--- src/rtl/palette_ctrl.sv ---
// Double-buffered 24-bit colour palette: host writes a shadow bank, commit copies it to the
// active bank on the next frame_start. Optional fade scaling under `PALETTE_CTRL_FADE_EN.
module palette_ctrl #(
    parameter int IDX_W     = 3,
    parameter int FRAME_DIV = 1
) (
    input  logic             clk,
    input  logic             rst,
    input  logic             wr_valid,
    output logic             wr_ready,
    input  logic [IDX_W-1:0] wr_index,
    input  logic [23:0]      wr_color,
    input  logic             commit,
    output logic             commit_pending,
    input  logic             frame_start,
    output logic             swap_done,
    input  logic [IDX_W-1:0] color_in,
    output logic [23:0]      color_out,
    input  logic [2:0]       fade_target,
    output logic             fade_busy
);

    localparam int DEPTH = 2 ** IDX_W;

    typedef enum logic {
        ST_OPEN,
        ST_LOCKED
    } state_t;

    function automatic logic [23:0] default_entry(input int idx);
        case (idx)
            1:       return 24'h030326;
            2:       return 24'h0a0a46;
            3:       return 24'h38383a;
            4:       return 24'h2d2621;
            6:       return 24'h241211;
            7:       return 24'h645f57;
            default: return 24'h000000;
        endcase
    endfunction

    state_t      state, state_nxt;
    logic        do_write, do_copy;
    logic [23:0] shadow_bank [DEPTH];
    logic [23:0] active_bank [DEPTH];
    logic [23:0] entry, swapped, color_nxt;

    // NOTE: sequential state uses non-blocking (<=) so every flop samples pre-edge values.
    always_ff @(posedge clk) begin
        if (rst) state <= ST_OPEN;
        else     state <= state_nxt;
    end

    // NOTE: every output of this block gets a default first, so no path can infer a latch.
    always_comb begin
        state_nxt      = state;
        wr_ready       = 1'b0;
        commit_pending = 1'b0;
        do_write       = 1'b0;
        do_copy        = 1'b0;
        case (state)
            ST_OPEN: begin
                wr_ready = 1'b1;
                do_write = wr_valid;
                if (commit) state_nxt = ST_LOCKED;
            end
            ST_LOCKED: begin
                commit_pending = 1'b1;
                if (frame_start) begin
                    do_copy   = 1'b1;
                    state_nxt = ST_OPEN;
                end
            end
        endcase
    end

    // NOTE: both banks are register arrays with reset because reset must restore the default palette.
    always_ff @(posedge clk) begin
        if (rst) begin
            for (int i = 0; i < DEPTH; i++) shadow_bank[i] <= default_entry(i);
        end else if (do_write) begin
            shadow_bank[wr_index] <= wr_color;
        end
    end

    always_ff @(posedge clk) begin
        if (rst) begin
            for (int i = 0; i < DEPTH; i++) active_bank[i] <= default_entry(i);
        end else if (do_copy) begin
            for (int i = 0; i < DEPTH; i++) active_bank[i] <= shadow_bank[i];
        end
    end

    always_ff @(posedge clk) begin
        if (rst) swap_done <= 1'b0;
        else     swap_done <= do_copy;
    end

    // A lookup in the copy cycle still reads the old active entry.
    assign entry   = active_bank[color_in];
    assign swapped = {entry[7:0], entry[15:8], entry[23:16]};

`ifdef PALETTE_CTRL_FADE_EN
    localparam int CNT_W = (FRAME_DIV > 1) ? $clog2(FRAME_DIV) : 1;

    logic [2:0]       fade_level;
    logic [CNT_W-1:0] frame_cnt;
    logic             frame_wrap;

    assign frame_wrap = (frame_cnt == CNT_W'(FRAME_DIV - 1));

    always_ff @(posedge clk) begin
        if (rst) begin
            fade_level <= 3'd0;
            frame_cnt  <= '0;
        end else if (frame_start) begin
            if (frame_wrap) begin
                frame_cnt <= '0;
                if (fade_level < fade_target)      fade_level <= fade_level + 3'd1;
                else if (fade_level > fade_target) fade_level <= fade_level - 3'd1;
            end else begin
                frame_cnt <= frame_cnt + CNT_W'(1);
            end
        end
    end

    function automatic logic [7:0] scale(input logic [7:0] b, input logic [2:0] lvl);
        logic [10:0] prod;
        prod = 11'(b) * 11'(4'd8 - {1'b0, lvl});
        return prod[10:3];
    endfunction

    assign color_nxt = {scale(swapped[23:16], fade_level),
                        scale(swapped[15:8],  fade_level),
                        scale(swapped[7:0],   fade_level)};
    assign fade_busy = (fade_level != fade_target);
`else
    logic unused_fade_cfg;

    assign unused_fade_cfg = (^fade_target) ^ (FRAME_DIV == 0);
    assign color_nxt       = swapped;
    assign fade_busy       = 1'b0;
`endif

    always_ff @(posedge clk) begin
        if (rst) color_out <= 24'h000000;
        else     color_out <= color_nxt;
    end

endmodule
--- config.mk ---
export PLATFORM = sky130hd
export DESIGN_NAME = palette_ctrl
export DESIGN_NICKNAME = d
export VERILOG_FILES = /design/src/rtl/palette_ctrl.sv
export SDC_FILE = /design/constraint.sdc
export NUM_CORES = 1
export LEC_CHECK = 0
export CELL_PAD_IN_SITES_DETAIL_PLACEMENT = 2
export CELL_PAD_IN_SITES_GLOBAL_PLACEMENT = 2
export CORE_ASPECT_RATIO = 2
export CORE_UTILIZATION = 45
export DETAILED_ROUTE_END_ITERATION = 7
export HOLD_SLACK_MARGIN = 0.02
export PLACE_DENSITY_LB_ADDON = 0.1
export SYNTH_ARGS = -nofsm -noshare
export SYNTH_HDL_FRONTEND = slang
export SYNTH_SLANG_ARGS = --single-unit
--- constraint.sdc ---
create_clock -name clk -period 8.7 [get_ports clk]
set_input_delay 1.74 -clock clk [delete_from_list [all_inputs] [get_ports clk]]
set_output_delay 1.74 -clock clk [all_outputs]
set_load 0.05 [all_outputs]
==> reports/qor.txt <==
RR Startpoint: state$_SDFF_PP0_
CTS clk-pin slew, worst paths: 0.07 ns
Non-Filler Instances: 1514
Vias: 8383
I/O Buffers: 61
worst-case clock buffer depth: 3
Worst Hold End: active_bank[7][4]$_SDFFCE_PP1P_
Post-Synthesis Cells: 979
GRT Total Usage: 24.5%
cts repair resizes: 0
IO Count: 66
wire per inst: 28.3 µm
Antenna Nets Post-Route: 0
WHS Path Cells: 1
drt drc: 0
DPL Wire Length: 22500 µm
share of post-route cells with drive strength above 1: 15.1%
worst reg2reg path endpoint: shadow_bank[3][3]$_SDFFCE_PN1P_
VDD IR-drop max: 0.178 mV
Post-CTS Hold Fix Bufs: 0
Most common cell on crit path: buf_4
flops & latches, synth: 410
RSZ-0062 raised after global routing: false
Yosys cell types: 24
Power per Cell Area: 232 mW/mm²
reg-to-reg slack, setup: 5.49 ns
Layout area overhead: 14.4%
Die Ht: 271 µm
mean post-synth cell area: 16.7 µm²
outcome: complete, no violations
post-route setup TNS: 0 ns
Critical Path Slowest Stage Cell: nand2b_4
final worst path period need: 4.53 ns
hold_sp: shadow_bank[7][4]$_SDFFCE_PN1P_
Die X: 137 µm
core area: 0.0357 mm²
DR iter-0 viols: 413
Synth Warn #: 0
Vias/cell: 5.54
most frequent cells in the layout: 384 x edfxtp_1, 250 x and2_1, 77 x or3_1
Final period util: 52.1%
Hold WC Path Type: reg -> reg
clock root buffer: clkbuf_16
Pleak: 6.33 nW
H-tree depth: 2
CTS tree: built
Die ar.: 0.0371 mm²
sequential-to-total area share from yosys stat: 73.9%
cell chain of the critical path: buf_4 > buf_4 > nand2b_4 > buf_12
footprint of the multi-input gates: 0.00402 mm²
GPL Wtd Cong: 0.687
pin count of the biggest net entering global routing: 121
Syn Nets: 1017
total wire length: 42800 µm
CTS buffer count: 38
Final Hold Fails: 0
R2R cell count: 4
Cells after DPL: 1445
Net count, final: 1073
GRT overflow: 0
critical path peak fanout: 120
# Post-CTS Setup Buffers: 0
relative slew slack: 26.5%
drt pass-1 iters: 4
most common cell after layout, fill and taps aside: edfxtp_1
max-cap viol count: 0
latest clock arrival within the worst-skew pair: 0.55 ns
Cell Area, Synth: 0.0163 mm²
Worst EP arrival: 4.70 ns
global-route wire length before repair: 63800 µm
max incr delay on CP: 0.98 ns
max-slew violation count: 0
initial antenna violation count: 2
critical path startpoint category: primary input
CTS sink count: 410
vias in the first global route: 9738
FILL cells: 3129
WS Path Type: in -> reg
worst-margin pin slew: 1.10 ns
sequential standard cell area: 0.0121 mm²
Starting Density: 45.7%
critical path required time: 8.87 ns
clk_skew: 0.0157 ns
Final setup violation count: 0
Achievable Freq: 0.221 GHz
FP Rows: 98
CP endpoint kind: register
-- kinds of logic (layout without fill, tap and decap cells) --
| kind of cell | after synthesis | in the layout | share of synthesized area, % |
|---|---|---|---|
| buffers and inverters | 62 | 146 | 1.67 |
| DFF | 410 | 410 | 73.9 |
| muxes | 72 | 72 | 8.10 |
| other | 1 | 2 | 0.0230 |
| and+or+nand+nor | 434 | 434 | 16.3 |
-- critical path: cells and delay by family --
family / cells / cell delay (ns)
buffers and inverters: 3 / 1.84
and+or+nand+nor: 1 / 0.98
-- synth_stat cells --
cell       number  share of area, %
nor2_4          2              0.14
edfxtp_1      384                71
inv_1           1             0.023
or4b_1          1             0.061
nand4bb_1       1             0.069
conb_1          1             0.023
or3_1          77               3.0
buf_1           2             0.046
nand2_1         2             0.046
buf_2          11              0.34
nor3_4          1              0.10
buf_6           1             0.069
nor2_2          1             0.038
mux4_2         48               6.6
nand2b_1       12              0.46
nor2_1         30              0.69
nor2b_1        28               1.1
and2_1        250               9.6
or2_2          28               1.1
clkbuf_1       42              0.97
nor3_2          1             0.061
dfxtp_1        26               3.2
buf_4           5              0.23
mux2i_1        24               1.5
-- layout make-up --
cell class	instances	area share, %
antenna	1	0.0134
timing repair buffer	77	3.90
inverter	1	0.0201
clock buffer	44	5.38
clock inverter	24	1.61
tap	450	3.02
multi-input combinational	507	21.5
sequential	410	64.5
-- routing by layer --
layer	vias up	global-route usage (%)	wire length, µm
met5	-	0	14
met2	196	46.0	24300
met4	2	7.75	1140
met3	73	3.03	1440
met1	4436	28.3	15900
li1	3676	-	-
-- worst max path at each step --
stage           startpoint                          endpoint  cells after the start
3_5_place_dp   wr_index[2]   shadow_bank[3][1]$_SDFFCE_PN1P_                      5
4_1_cts        wr_index[1]   shadow_bank[2][4]$_SDFFCE_PN0P_                      5
2_1_floorplan          rst   active_bank[0][0]$_SDFFCE_PN0P_                      3
5_1_grt                rst   active_bank[2][7]$_SDFFCE_PN0P_                      4
3_3_place_gp   wr_index[2]  shadow_bank[3][16]$_SDFFCE_PN0P_                      5
6_report               rst   active_bank[2][0]$_SDFFCE_PN0P_                      4
-- stage by stage --
step | hold slack (ns) | cell area, µm² | total power [mW] | setup slack [ns] | utilization, %
2_1_floorplan | 0.479 | 16300 | 2.48 | 1.32 | -
6_report | 0.499 | 18700 | 4.33 | 4.17 | 52.3
3_3_place_gp | 0.481 | 17400 | 2.58 | 3.57 | 48.7
3_5_place_dp | 0.488 | 17400 | 2.60 | 3.58 | 48.7
5_1_grt | 0.513 | 18700 | 4.45 | 3.98 | 52.3
4_1_cts | 0.500 | 18700 | 4.38 | 4.10 | 52.3
-- registers in the layout, summed over array words and instances, names as in the netlist --
signal,count
state,1
active_bank,192
shadow_bank,192
color_out,24
swap_done,1
-- where the power goes --
part	leakage, nW	internal [mW]	switching [mW]
logic	1.77	0.0922	0.192
clock network	0.639	1.04	0.742
registers	3.92	2.24	0.0244
total	6.33	3.38	0.958
Note: power is estimated with default switching activity, not from simulation.
